==> src/rtl/instr_encoder.sv <==
`default_nettype none
// ---------------------------------------------------------------------------
// instr_encoder : streaming RV32I encoder and instruction-memory loader
// Revision      : 1.0
// ---------------------------------------------------------------------------
module instr_encoder #(
  parameter int ADDR_W = 10
) (
  input  logic              clk,
  input  logic              rst,
  input  logic              in_valid,
  output logic              in_ready,
  input  logic [3:0]        in_cls,
  input  logic [2:0]        in_funct3,
  input  logic              in_f7b,
  input  logic [4:0]        in_rd,
  input  logic [4:0]        in_rs1,
  input  logic [4:0]        in_rs2,
  input  logic [31:0]       in_imm,
  output logic              out_valid,
  input  logic              out_ready,
  output logic [31:0]       out_instr,
  output logic [ADDR_W-1:0] out_addr,
  output logic              err,
  output logic [7:0]        err_cnt,
  output logic              wrapped
);

  localparam logic [3:0] CLS_ALUREG = 4'd0;
  localparam logic [3:0] CLS_ALUIMM = 4'd1;
  localparam logic [3:0] CLS_LOAD   = 4'd2;
  localparam logic [3:0] CLS_STORE  = 4'd3;
  localparam logic [3:0] CLS_BRANCH = 4'd4;
  localparam logic [3:0] CLS_JAL    = 4'd5;
  localparam logic [3:0] CLS_JALR   = 4'd6;
  localparam logic [3:0] CLS_LUI    = 4'd7;
  localparam logic [3:0] CLS_AUIPC  = 4'd8;
  localparam logic [3:0] CLS_SYSTEM = 4'd9;

  localparam logic [6:0] OP_ALUREG = 7'b0110011;
  localparam logic [6:0] OP_ALUIMM = 7'b0010011;
  localparam logic [6:0] OP_LOAD   = 7'b0000011;
  localparam logic [6:0] OP_STORE  = 7'b0100011;
  localparam logic [6:0] OP_BRANCH = 7'b1100011;
  localparam logic [6:0] OP_JAL    = 7'b1101111;
  localparam logic [6:0] OP_JALR   = 7'b1100111;
  localparam logic [6:0] OP_LUI    = 7'b0110111;
  localparam logic [6:0] OP_AUIPC  = 7'b0010111;

  logic              s1_v;
  logic [3:0]        s1_cls;
  logic [2:0]        s1_f3;
  logic              s1_f7b;
  logic [4:0]        s1_rd;
  logic [4:0]        s1_rs1;
  logic [4:0]        s1_rs2;
  logic [31:0]       s1_imm;
  logic [ADDR_W-1:0] next_addr;

  logic        s2_free;
  logic        s1_load;
  logic        move;
  logic        reject;
  logic        enc_ok;
  logic [31:0] enc_word;
  logic        i_fit;
  logic        b_fit;
  logic        j_fit;
  logic [6:0]  f7;

  assign s2_free  = !out_valid || out_ready;
  assign in_ready = !s1_v || s2_free;
  assign s1_load  = in_valid && in_ready;
  assign move     = s1_v && enc_ok && s2_free;
  assign reject   = s1_v && !enc_ok;

  // Immediate range checks: the dropped upper bits must all equal the sign bit.
  assign i_fit = (&s1_imm[31:11]) || !(|s1_imm[31:11]);
  assign b_fit = ((&s1_imm[31:12]) || !(|s1_imm[31:12])) && !s1_imm[0];
  assign j_fit = ((&s1_imm[31:20]) || !(|s1_imm[31:20])) && !s1_imm[0];
  assign f7    = {1'b0, s1_f7b, 5'b00000};

  always_comb begin
    enc_word = 32'h0000_0000;
    enc_ok   = 1'b1;
    case (s1_cls)
      CLS_ALUREG: begin
        enc_word = {f7, s1_rs2, s1_rs1, s1_f3, s1_rd, OP_ALUREG};
        enc_ok   = !s1_f7b || (s1_f3 == 3'b000) || (s1_f3 == 3'b101);
      end
      CLS_ALUIMM: begin
        if ((s1_f3 == 3'b001) || (s1_f3 == 3'b101)) begin
          enc_word = {f7, s1_imm[4:0], s1_rs1, s1_f3, s1_rd, OP_ALUIMM};
          enc_ok   = !(|s1_imm[31:5]) && !((s1_f3 == 3'b001) && s1_f7b);
        end else begin
          enc_word = {s1_imm[11:0], s1_rs1, s1_f3, s1_rd, OP_ALUIMM};
          enc_ok   = i_fit;
        end
      end
      CLS_LOAD: begin
        enc_word = {s1_imm[11:0], s1_rs1, s1_f3, s1_rd, OP_LOAD};
        enc_ok   = i_fit && (s1_f3 != 3'b011) && (s1_f3 != 3'b110) && (s1_f3 != 3'b111);
      end
      CLS_STORE: begin
        enc_word = {s1_imm[11:5], s1_rs2, s1_rs1, s1_f3, s1_imm[4:0], OP_STORE};
        enc_ok   = i_fit && !s1_f3[2] && (s1_f3 != 3'b011);
      end
      CLS_BRANCH: begin
        enc_word = {s1_imm[12], s1_imm[10:5], s1_rs2, s1_rs1, s1_f3,
                    s1_imm[4:1], s1_imm[11], OP_BRANCH};
        enc_ok   = b_fit && (s1_f3[2:1] != 2'b01);
      end
      CLS_JAL: begin
        enc_word = {s1_imm[20], s1_imm[10:1], s1_imm[11], s1_imm[19:12], s1_rd, OP_JAL};
        enc_ok   = j_fit;
      end
      CLS_JALR: begin
        enc_word = {s1_imm[11:0], s1_rs1, 3'b000, s1_rd, OP_JALR};
        enc_ok   = i_fit && (s1_f3 == 3'b000);
      end
      CLS_LUI: begin
        enc_word = {s1_imm[31:12], s1_rd, OP_LUI};
        enc_ok   = !(|s1_imm[11:0]);
      end
      CLS_AUIPC: begin
        enc_word = {s1_imm[31:12], s1_rd, OP_AUIPC};
        enc_ok   = !(|s1_imm[11:0]);
      end
      CLS_SYSTEM: enc_word = 32'h0000_0073;
      default:    enc_ok   = 1'b0;
    endcase
  end

  // S1: a rejected request leaves at the next edge even while S2 is stalled.
  always_ff @(posedge clk) begin
    if (rst) begin
      s1_v   <= 1'b0;
      s1_cls <= 4'd0;
      s1_f3  <= 3'd0;
      s1_f7b <= 1'b0;
      s1_rd  <= 5'd0;
      s1_rs1 <= 5'd0;
      s1_rs2 <= 5'd0;
      s1_imm <= 32'd0;
    end else if (s1_load) begin
      s1_v   <= 1'b1;
      s1_cls <= in_cls;
      s1_f3  <= in_funct3;
      s1_f7b <= in_f7b;
      s1_rd  <= in_rd;
      s1_rs1 <= in_rs1;
      s1_rs2 <= in_rs2;
      s1_imm <= in_imm;
    end else if (move || reject) begin
      s1_v <= 1'b0;
    end
  end

  always_ff @(posedge clk) begin
    if (rst) begin
      out_valid <= 1'b0;
      out_instr <= 32'd0;
      out_addr  <= '0;
      next_addr <= '0;
      err       <= 1'b0;
      err_cnt   <= 8'd0;
      wrapped   <= 1'b0;
    end else begin
      if (move) begin
        out_valid <= 1'b1;
        out_instr <= enc_word;
        out_addr  <= next_addr;
        next_addr <= next_addr + 1'b1;
        if (&next_addr) begin
          wrapped <= 1'b1;
        end
      end else if (out_ready) begin
        out_valid <= 1'b0;
      end
      if (reject) begin
        err <= 1'b1;
        if (err_cnt != 8'hFF) begin
          err_cnt <= err_cnt + 8'd1;
        end
      end
    end
  end

endmodule
`default_nettype wire

==> config.mk <==
export PLATFORM = sky130hd
export DESIGN_NAME = instr_encoder
export DESIGN_NICKNAME = d
export VERILOG_FILES = /design/src/rtl/instr_encoder.sv
export SDC_FILE = /design/constraint.sdc
export NUM_CORES = 1
export LEC_CHECK = 0
export CAP_MARGIN = 20
export CELL_PAD_IN_SITES_DETAIL_PLACEMENT = 1
export CELL_PAD_IN_SITES_GLOBAL_PLACEMENT = 1
export CORE_AREA = 2 2 130 132
export CTS_CLUSTER_DIAMETER = 120
export CTS_CLUSTER_SIZE = 25
export DETAILED_ROUTE_END_ITERATION = 8
export DIE_AREA = 0 0 132 134
export PLACE_DENSITY = 0.86
export RECOVER_POWER = 50
export SLEW_MARGIN = 0
export SYNTH_ARGS = -nofsm -noshare
export SYNTH_HDL_FRONTEND = slang
export SYNTH_SLANG_ARGS = --single-unit
export TNS_END_PERCENT = 1
==> constraint.sdc <==
create_clock -name clk -period 2 [get_ports clk]
set_input_delay 0.3 -clock clk [delete_from_list [all_inputs] [get_ports clk]]
set_output_delay 0.3 -clock clk [all_outputs]
set_load 0.02 [all_outputs]
**Word-level counts from Yosys, hierarchy flattened**

Index checks and enable logic that the tools add are counted.

- Register bits after elaboration: 119
- Bits of input ports: 59
- Output and inout bits: 54
- Word-level logic and storage cells: 92

- Add/subtract/negate cells: 2
- Eq/ne operators: 16
- Multiplexer cells: 8
- Reduce and logical (&&, ||, !) cells: 51

Operators by type and width:

| operator | count |
|---|---|
| $pmux W32 S10 | 1 |
| $mux W32 | 1 |
| $reduce_or A27 Y1 | 1 |
| $reduce_or A12 Y1 | 2 |
| $reduce_and A21 Y1 | 1 |
| $reduce_or A21 Y1 | 1 |
| $reduce_and A20 Y1 | 1 |
| $reduce_or A20 Y1 | 1 |
| $eq A4 B3 Y1 const B | 4 |
| $logic_and A1 B1 Y1 | 15 |
| $logic_not A1 Y1 | 12 |
| $reduce_and A12 Y1 | 1 |
| $reduce_and A11 Y1 | 1 |
| $add A10 B1 Y10 const B | 1 |
| $logic_or A1 B1 Y1 | 9 |
| $pmux W1 S9 | 1 |
| $add A8 B1 Y8 const B | 1 |
| $eq A4 B2 Y1 const B | 2 |
| $eq A4 B4 Y1 const B | 2 |
| $ne A8 B8 Y1 const B | 1 |
| $ne A3 B3 Y1 const B | 2 |
| $mux W1 | 5 |
| $eq A4 B1 Y1 const B | 1 |
| $logic_not A4 Y1 | 1 |
| 8 further kinds | 9 |

**Longest topological paths before layout**

Gate-level depths: netlist of run 1.

- Depth in word-level cells: 12
- Gate-level depth with buffers: 11
- Gate-level depth less buffers: 7

**Worst setup path after synthesis of run 1**

Ideal clock, no wire load.

- Kind: register to register
- Start: register s1_cls[0]
- End: register err_cnt[5]
- Setup time: 0.121 ns
- Arrival time: 2.029 ns
- Data required time: 1.879 ns
- Path slack: -0.149 ns
- Cell stages (with the launch flop): 11
- Path buffers: 3
- Cell sequence: dfxtp_1 buf_6 and2_4 buf_6 a21oi_2 nor3_1 a311oi_4 nand4_2 buf_6 nor3_1 mux2_2

- Longest elaborated chain between the ends: 6

RTL lines:

| item | RTL line | text |
|---|---|---|
| from (decl) | 51 | `logic [3:0] s1_cls;` |
| from (signal assigned) | 147 | `s1_cls <= in_cls;` |
| $eq A4 B4 Y1 / $eq A4 B3 Y1 (equally long branches) | 86 | `case (s1_cls)` |
| $reduce_or A2 Y1 (no line) | n/a |  |
| $pmux W1 S9 * | 86 |  |
| $logic_not A1 Y1 * | 75 | `assign reject = s1_v && !enc_ok;` |
| $logic_and A1 B1 Y1 * | 75 |  |
| $reduce_and A2 Y1 (no line) * | n/a |  |
| to (signal assigned) | 183 | `err_cnt <= err_cnt + 8'd1;` |
| to (decl) | 25 | `output logic [7:0] err_cnt,` |

Mark *: on every way between the ends. The rest lies on a longest branch, timed or not.
A chain may end at the register's enable or synchronous reset.

**Worst setup path in the final report of run 1**

- Start: register s1_imm[20]
- End: register out_instr[5]

- Longest elaborated chain between the ends: 9

RTL lines:

| item | RTL line | text |
|---|---|---|
| from (decl) | 57 | `logic [31:0] s1_imm;` |
| from (signal assigned) | 153 | `s1_imm <= in_imm;` |
| $reduce_or A21 Y1 | 78 | `assign i_fit = (&s1_imm[31:11]) \|\| !(\|s1_imm[31:11]);` |
| $logic_not A1 Y1 | 78 |  |
| $logic_or A1 B1 Y1 | 78 |  |
| $logic_and A1 B1 Y1 (3 in a row) | 102 | `enc_ok = i_fit && (s1_f3 != 3'b011) && (s1_f3 != 3'b110) && (s1_f3 != 3'b111);` |
| $pmux W1 S9 * | 86 |  |
| $logic_and A1 B1 Y1 * (2 in a row) | 74 | `assign move = s1_v && enc_ok && s2_free;` |
| to (signal assigned) | 171 | `out_instr <= enc_word;` |
| to (decl) | 22 | `output logic [31:0] out_instr,` |

Marks and branches as above.

==> metrics.md, run 1 <==
| Metric | Value |
|---|---|
| Warnings, synthesis | 0 |
| Maximum vdd ir drop | 664 uV |
| DP Area | 7360 sq um |
| Syn_area_per_cell | 7.90 sq um |
| Effective utilization at floorplan | 0.334 |
| Non-Filler Instances | 1106 |
| Drt total wl | 20700 um |
| Area of the multi-input gates | 3120 sq um |
| CP Capture Type | flip-flop |
| Vias | 5940 |
| Reg2Reg Depth | 10 |
| Clock sink total | 118 |
| Violated checks | setup timing |
| Overall Power | 7.01 mW |
| Core ar. | 16300 sq um |
| Routed Antenna Nets | 0 |
| DRT iter0 DRCs | 391 |
| Post-synth EDFFs | 0 |
| # nets final | 934 |
| Dpl cells | 1058 |
| Largest net degree at the start of global routing | 53 |
| Pwr per Cell Area | 825 nW/um^2 |
| H-tree depth | 4 |
| N_diodes | 0 |
| Number of global-route vias before repair | 6062 |
| Register Area | 2400 sq um |
| Worst r2r dst | out_instr[5] |
| Max Fclk | 434 MHz |
| Fill cells | 1880 |
| PortBufs | 112 |
| Clk buf depth | 2 |
| Max-cap violations | 0 |
| Register bit total from synthesis | 118 |
| Startpoint types | flip-flop |
| Final core utilization | 0.522 |
| Share of cells above drive strength 1 | 0.252 |
| Syn Inst Count | 688 |
| Drt drc | 0 |
| CTS tree | yes |
| Vert. Die Dim | 134 um |
| Slew Limit Fails | 0 |
| Final Hold Viols | 0 |
| Final WS setup | -0.302 ns |
| Row count | 47 |
| CTS Buf Count | 17 |
| Category of the most critical setup path | reg -> reg |
| Root Driver | clkbuf_16 |
| Crit path launch | s1_imm[20] |
| Setup crit end | out_instr[5] |
| Mapped Nets | 749 |
| Fin crit share | 1.15 |
| Final min period | 2.30 ns |
| RePlAce Congestion | 0.921 |
| Initial antenna violation count | 0 |
| Netlist cell types | 62 |
| Asr flop ratio synth | 0 |
| Vias per cell | 5.37 |
| First-pass GRT wire length | 32100 um |
| Post-detail-place hpwl | 13200 um |
| Total iterations of the first detailed-routing run | 5 |
| R2r setup slk | -0.30 ns |
| Insertion delay to the later sink of the worst-skew pair | 0.44 ns |
| WP data required | 2.33 ns |
| Final setup vio count | 64 |
| Hold_sp | rst |
| Status | finished, violations left |
| Gr usage total | 0.229 |
| Synthesized cell area | 5430 sq um |
| Clock transition at the registers of the reported paths | 0.06 ns |
| Final Instance Area | 8500 sq um |
| DP Worst Slack | -0.309 ns |
| Ys flop type | dfxtp_1 |
| GRT overflow | 0 |
| Reg2reg start | s1_imm[20] |
| RSZ-0062 raised after global routing | true |
| Sequential-to-total area share from yosys stat | 0.435 |
| Clk_skew | 0.0113 ns |
| Min-Delay Path Class | in -> reg |
| Syn-to-layout area delta | 56.3% |
| Hold buffers post-CTS | 0 |
| Total die area | 17700 sq um |
| Die extent in x | 132 um |
| Worst Path Max Fanout | 6 |
| Worst Tran Pin Value | 0.605 ns |
| Crit path arrival time | 2.63 ns |
| Slew HR | 0.597 |
| DR WL/cell | 18.7 um |
| # IOs | 113 |
| Leak | 3.19 nW |
[flip-flops by register name, summed over array words and instances, names as in the netlist]
name	count
s1_rs2	5
s1_v	1
err_cnt	8
s1_f3	3
err	1
out_instr	31
s1_f7b	1
out_valid	1
s1_cls	4
out_addr	10
s1_rd	5
s1_imm	32
next_addr	10
s1_rs1	5
wrapped	1
[metrics by stage]
stage	setup TNS [ns]	hold slack, ns
after CTS	-9.43	0.323
after detailed placement	-13.92	0.448
after global routing	-18.08	0.380
after global placement	-12.30	0.443
final	-11.40	0.359
after floorplan	-0.647	0.436
[metal layers]
layer,wire length [um],vias to the layer above,GRT usage
met5,0,-,0
met4,525,0,0.0870
met3,942,42,0.0495
met2,10300,199,0.391
met1,8930,2907,0.284
li1,-,2792,-
[logic make-up after synthesis]
group	after synthesis	synth area share
muxes	22	0.0437
buffers and inverters	64	0.0548
adders and majority gates	2	0.00460
and+or+nand+nor	305	0.255
AOI/OAI and AO/OA	174	0.202
DFF	118	0.435
xor gates and xnor gates	3	0.00484
[Yosys cell counts, types with 7 or more instances]
cell type	count	share of area
nand2_1	126	0.087
dfxtp_1	118	0.43
a21oi_1	92	0.085
nor2_1	80	0.055
clkbuf_1	30	0.021
nor3_1	24	0.022
mux2i_1	17	0.031
nor2b_1	16	0.018
o22ai_1	16	0.018
a211oi_1	14	0.019
inv_1	10	0.0069
nand3_1	10	0.0092
a22oi_1	8	0.011
buf_1	8	0.0055
o21ai_0	8	0.0074
buf_2	7	0.0064
nand4_1	7	0.0081
nor4_1	7	0.0081
[timing repair]
| action | 4_1_cts | 5_1_grt |
|---|---|---|
| cloned | 1 | 1 |
| buffers inserted | 9 | 6 |
| pin swaps | 19 | 48 |
| gates resized for setup | 46 | 53 |
| endpoints found under the setup margin | 64 | 63 |
[placed cells by master (no fill, tap or decap), types with 8 or more instances in the layout]
cell	netlist	layout
o22ai_1	16	15
mux2i_1	17	17
a211oi_1	14	8
inv_1	10	10
a21oi_2	1	8
clkbuf_16	0	18
clkdlybuf4s50_1	0	103
nand2_1	126	122
buf_12	0	8
nor3_1	24	19
a22oi_1	8	8
nor2b_1	16	16
buf_4	5	90
nand3_1	10	9
a21oi_1	92	85
dfxtp_2	0	14
nor2_1	80	74
dfxtp_1	118	99
[worst min path at each step]
stage	endpoint	slack, ns	cells past startpoint
after detailed placement	err	0.45	2
final	wrapped	0.36	2
after floorplan	s1_rs1[0]	0.44	2
after global routing	out_addr[3]	0.38	2
after CTS	out_instr[1]	0.32	2
after global placement	err	0.44	2
[power breakdown]
part / leakage (nW) / internal, mW / switching (mW)
clock: 0.291 / 1.96 / 1.16
sequential: 0.974 / 2.48 / 0.114
combinational: 1.92 / 0.617 / 0.672
[critical path: stages, from the launching register on]
cell	delay [ns]
dfxtp_4	0.35
buf_12	0.12
nor4_2	0.18
nand3_2	0.25
o22ai_4	0.26
a32oi_4	0.12
a31oi_4	0.25
buf_6	0.16
clkbuf_16	0.15
nor2_2	0.04
a311oi_1	0.29
[layout make-up]
cell class / count / area share
clock inverter: 11 / 0.0146
tap: 220 / 0.0324
multi-input combinational: 506 / 0.367
inverter: 10 / 0.00442
timing repair buffer: 220 / 0.243
clock buffer: 21 / 0.0566
sequential: 118 / 0.282
No activity file was read; power rests on OpenSTA's default activity.
==> run 2: changes to the inputs <==
SLEW_MARGIN = unset   (was 0)
==> results of run 2 <==
Final layout, timing and power as in run 1 (identical DEF).
==> run 3: changes to the inputs <==
--- a/constraint.sdc
+++ b/constraint.sdc
@@ -3,2 +3,2 @@
 set_output_delay 0.3 -clock clk [all_outputs]
-set_load 0.02 [all_outputs]
+set_load 0.05 [all_outputs]
==> run 3 against run 2 <==
Effect of this change: the flow still finishes with violations (setup timing); combinational power is 9% higher; count of clock-buffer cells in the layout is 3 higher; via count is 1.7% lower; core utilization is 0.91 points lower; critical path depth stayed put; sequential share of layout area is 0.35 points higher; clock power is 7.0% lower; final cell count is 0.72% lower; clock skew is 0.0032 ns lower; die area stayed put.
==> metrics.md, run 3 (same netlist as run 1, synthesis figures left out) <==
| Metric | Value |
|---|---|
| Top reg by flops | s1_imm (unchanged) |
| Root Driver | clkbuf_16 (unchanged) |
| Largest net degree at the start of global routing | 66 (was 53) |
| Fin crit share | 1.17 (was 1.15) |
| Non-Filler Instances | 1098 (was 1106) |
| Vias | 5837 (was 5940) |
| Clk_skew | 0.00808 ns (was 0.0113 ns) |
| Status | finished, violations left (unchanged) |
| Core ar. | 16300 sq um (unchanged) |
| Category of the most critical setup path | reg -> reg (unchanged) |
| DP Area | 7370 sq um (was 7360 sq um) |
| # IOs | 113 (unchanged) |
| Share of cells above drive strength 1 | 0.231 (was 0.252) |
| Final Hold Viols | 0 (unchanged) |
| Overall Power | 6.92 mW (was 7.01 mW) |
| Reg2Reg Depth | 10 (unchanged) |
| First-pass GRT wire length | 31000 um (was 32100 um) |
| Total die area | 17700 sq um (unchanged) |
| DR WL/cell | 18.0 um (was 18.7 um) |
| Critical path depth | 10 (unchanged) |
| CTS tree | yes (unchanged) |
| Min-Delay Path Class | in -> reg (unchanged) |
| N_diodes | 0 (unchanged) |
| CTS Buf Count | 17 (unchanged) |
| Vias per cell | 5.32 (was 5.37) |
| WP data required | 2.30 ns (was 2.33 ns) |
| CP Capture Type | flip-flop (unchanged) |
| Effective utilization at floorplan | 0.334 (unchanged) |
| Reg2reg start | s1_imm[31] (was s1_imm[20]) |
| Clock transition at the registers of the reported paths | 0.05 ns (was 0.06 ns) |
| R2r setup slk | -0.34 ns (was -0.30 ns) |
| Syn-to-layout area delta | 53.6% (was 56.3%) |
| Crit path launch | s1_imm[31] (was s1_imm[20]) |
| Gr usage total | 0.220 (was 0.229) |
| Max-cap violations | 0 (unchanged) |
| Final setup vio count | 61 (was 64) |
| Worst Path Max Fanout | 8 (was 6) |
| Post-detail-place hpwl | 13300 um (was 13200 um) |
| Max FFs per register | 32 (unchanged) |
| Initial antenna violation count | 0 (unchanged) |
| H-tree depth | 4 (unchanged) |
| Final WS setup | -0.342 ns (was -0.302 ns) |
| Fill cells | 1898 (was 1880) |
| Most frequent cells in the layout | 124 x nand2_1, 106 x clkdlybuf4s50_1, 101 x dfxtp_1, 91 x a21oi_1, 87 x buf_4 (was 122 x nand2_1, 103 x clkdlybuf4s50_1, 99 x dfxtp_1, 90 x buf_4, 85 x a21oi_1) |
| Final min period | 2.34 ns (was 2.30 ns) |
| Worst path max stage delay | 0.39 ns (was 0.35 ns) |
| GRT overflow | 0 (unchanged) |
| Critical-path cell list | nand4_1 -> or3_4 -> nor2_4 -> a32oi_2 -> buf_4 -> a31oi_4 -> buf_12 -> buf_8 -> mux2i_1 -> nor2_1 (was buf_12 -> nor4_2 -> nand3_2 -> o22ai_4 -> a32oi_4 -> a31oi_4 -> buf_6 -> clkbuf_16 -> nor2_2 -> a311oi_1) |
| Cell family with most CP delay | simple AND/OR/NAND/NOR gates (was compound AO/OA/AOI/OAI gates) |
| Slew HR | 0.457 (was 0.597) |
| Worst Tran Pin Value | 0.815 ns (was 0.605 ns) |
| Buf/Inv on CP | 3 (unchanged) |
| Clk buf depth | 2 (unchanged) |
| Max Fclk | 427 MHz (was 434 MHz) |
| Leak | 3.17 nW (was 3.19 nW) |
| Number of global-route vias before repair | 6041 (was 6062) |
| # nets final | 929 (was 934) |
| Row count | 47 (unchanged) |
| Setup crit end | out_addr[4] (was out_instr[5]) |
| Slew Limit Fails | 0 (unchanged) |
| Crit path arrival time | 2.64 ns (was 2.63 ns) |
| Total iterations of the first detailed-routing run | 5 (unchanged) |
| DRT iter0 DRCs | 344 (was 391) |
| Routed Antenna Nets | 0 (unchanged) |
| Top Registers | s1_imm (32), out_instr (31) (unchanged) |
| Startpoint types | flip-flop (unchanged) |
| Vert. Die Dim | 134 um (unchanged) |
| Insertion delay to the later sink of the worst-skew pair | 0.43 ns (was 0.44 ns) |
| Die extent in x | 132 um (unchanged) |
| Slowest CP cell | or3_4 (was dfxtp_4) |
| PortBufs | 112 (unchanged) |
| Violated checks | setup timing (unchanged) |
| Hold buffers post-CTS | 0 (unchanged) |
| Clock sink total | 118 (unchanged) |
| Final Instance Area | 8350 sq um (was 8500 sq um) |
| Drt total wl | 19800 um (was 20700 um) |
| Area of the multi-input gates | 3080 sq um (was 3120 sq um) |
| Final core utilization | 0.512 (was 0.522) |
| Hold_sp | rst (unchanged) |
| Fin Setup TNS | -13.23 ns (was -11.40 ns) |
| Register Area | 2390 sq um (was 2400 sq um) |
| Most common cell after layout, fill and taps aside | nand2_1 (unchanged) |
| RePlAce Congestion | 0.870 (was 0.921) |
| Dpl cells | 1055 (was 1058) |
| Pwr per Cell Area | 829 nW/um^2 (was 825 nW/um^2) |
| Worst r2r dst | out_addr[4] (was out_instr[5]) |
| Drt drc | 0 (unchanged) |
| Maximum vdd ir drop | 635 uV (was 664 uV) |
| RSZ-0062 raised after global routing | true (unchanged) |
## run 3: changes by cell type in the layout (fill, tap and decap cells not counted), moves of 3 or more
cell,previous run,this run
a21oi_2,8,1
dlygate4sd3_1,7,0
a21oi_1,85,91
clkbuf_1,2,6
dfxtp_4,5,1
buf_4,90,87
clkdlybuf4s50_1,103,106
clkinv_4,3,0
clkinvlp_4,3,0
## run 3: worst min path at each step
stage | slack (ns) | depth (start not counted) | to
6_report | 0.29 | 2 | out_instr[1]
5_1_grt | 0.31 | 2 | next_addr[1]
4_1_cts | 0.28 | 2 | out_instr[1]
3_5_place_dp | 0.45 | 2 | err
3_3_place_gp | 0.43 | 2 | err
2_1_floorplan | 0.44 | 2 | s1_rs1[0]
## run 3: repair_timing
action,4_1_cts,5_1_grt
resized for setup,35,47
pin swaps,7,37
setup buffers,5,8
endpoints found under the setup margin,65,65
gates cloned,1,0
## run 3: where the power goes
| part | total [mW] | switching (mW) | internal [mW] |
|---|---|---|---|
| Sequential | 2.61 | 0.126 | 2.49 |
| Combinational | 1.40 | 0.783 | 0.615 |
| Clock | 2.91 | 1.04 | 1.87 |
| Total | 6.92 | 1.95 | 4.97 |
## run 3: metal layers
layer	GRT usage	wire length [um]	up-vias
met5	0	0	-
met4	0.0737	526	0
met3	0.0484	951	38
met2	0.387	9910	173
met1	0.266	8410	2843
li1	-	-	2783
## run 3: stage by stage
stage,hold slack (ns),worst slack (ns)
floorplan,0.436,-0.0646
global placement,0.432,-0.340
detailed placement,0.447,-0.479
CTS,0.281,-0.272
global route,0.311,-0.472
finish,0.294,-0.342
## run 3: final cells by class
cell class,instances,area share
multi-input cells,506,0.368
flip-flops and latches,118,0.286
repair buffers,215,0.243
clock buffers,24,0.0565
well taps,220,0.0330
clock inverters,5,0.00899
inverters,10,0.00450
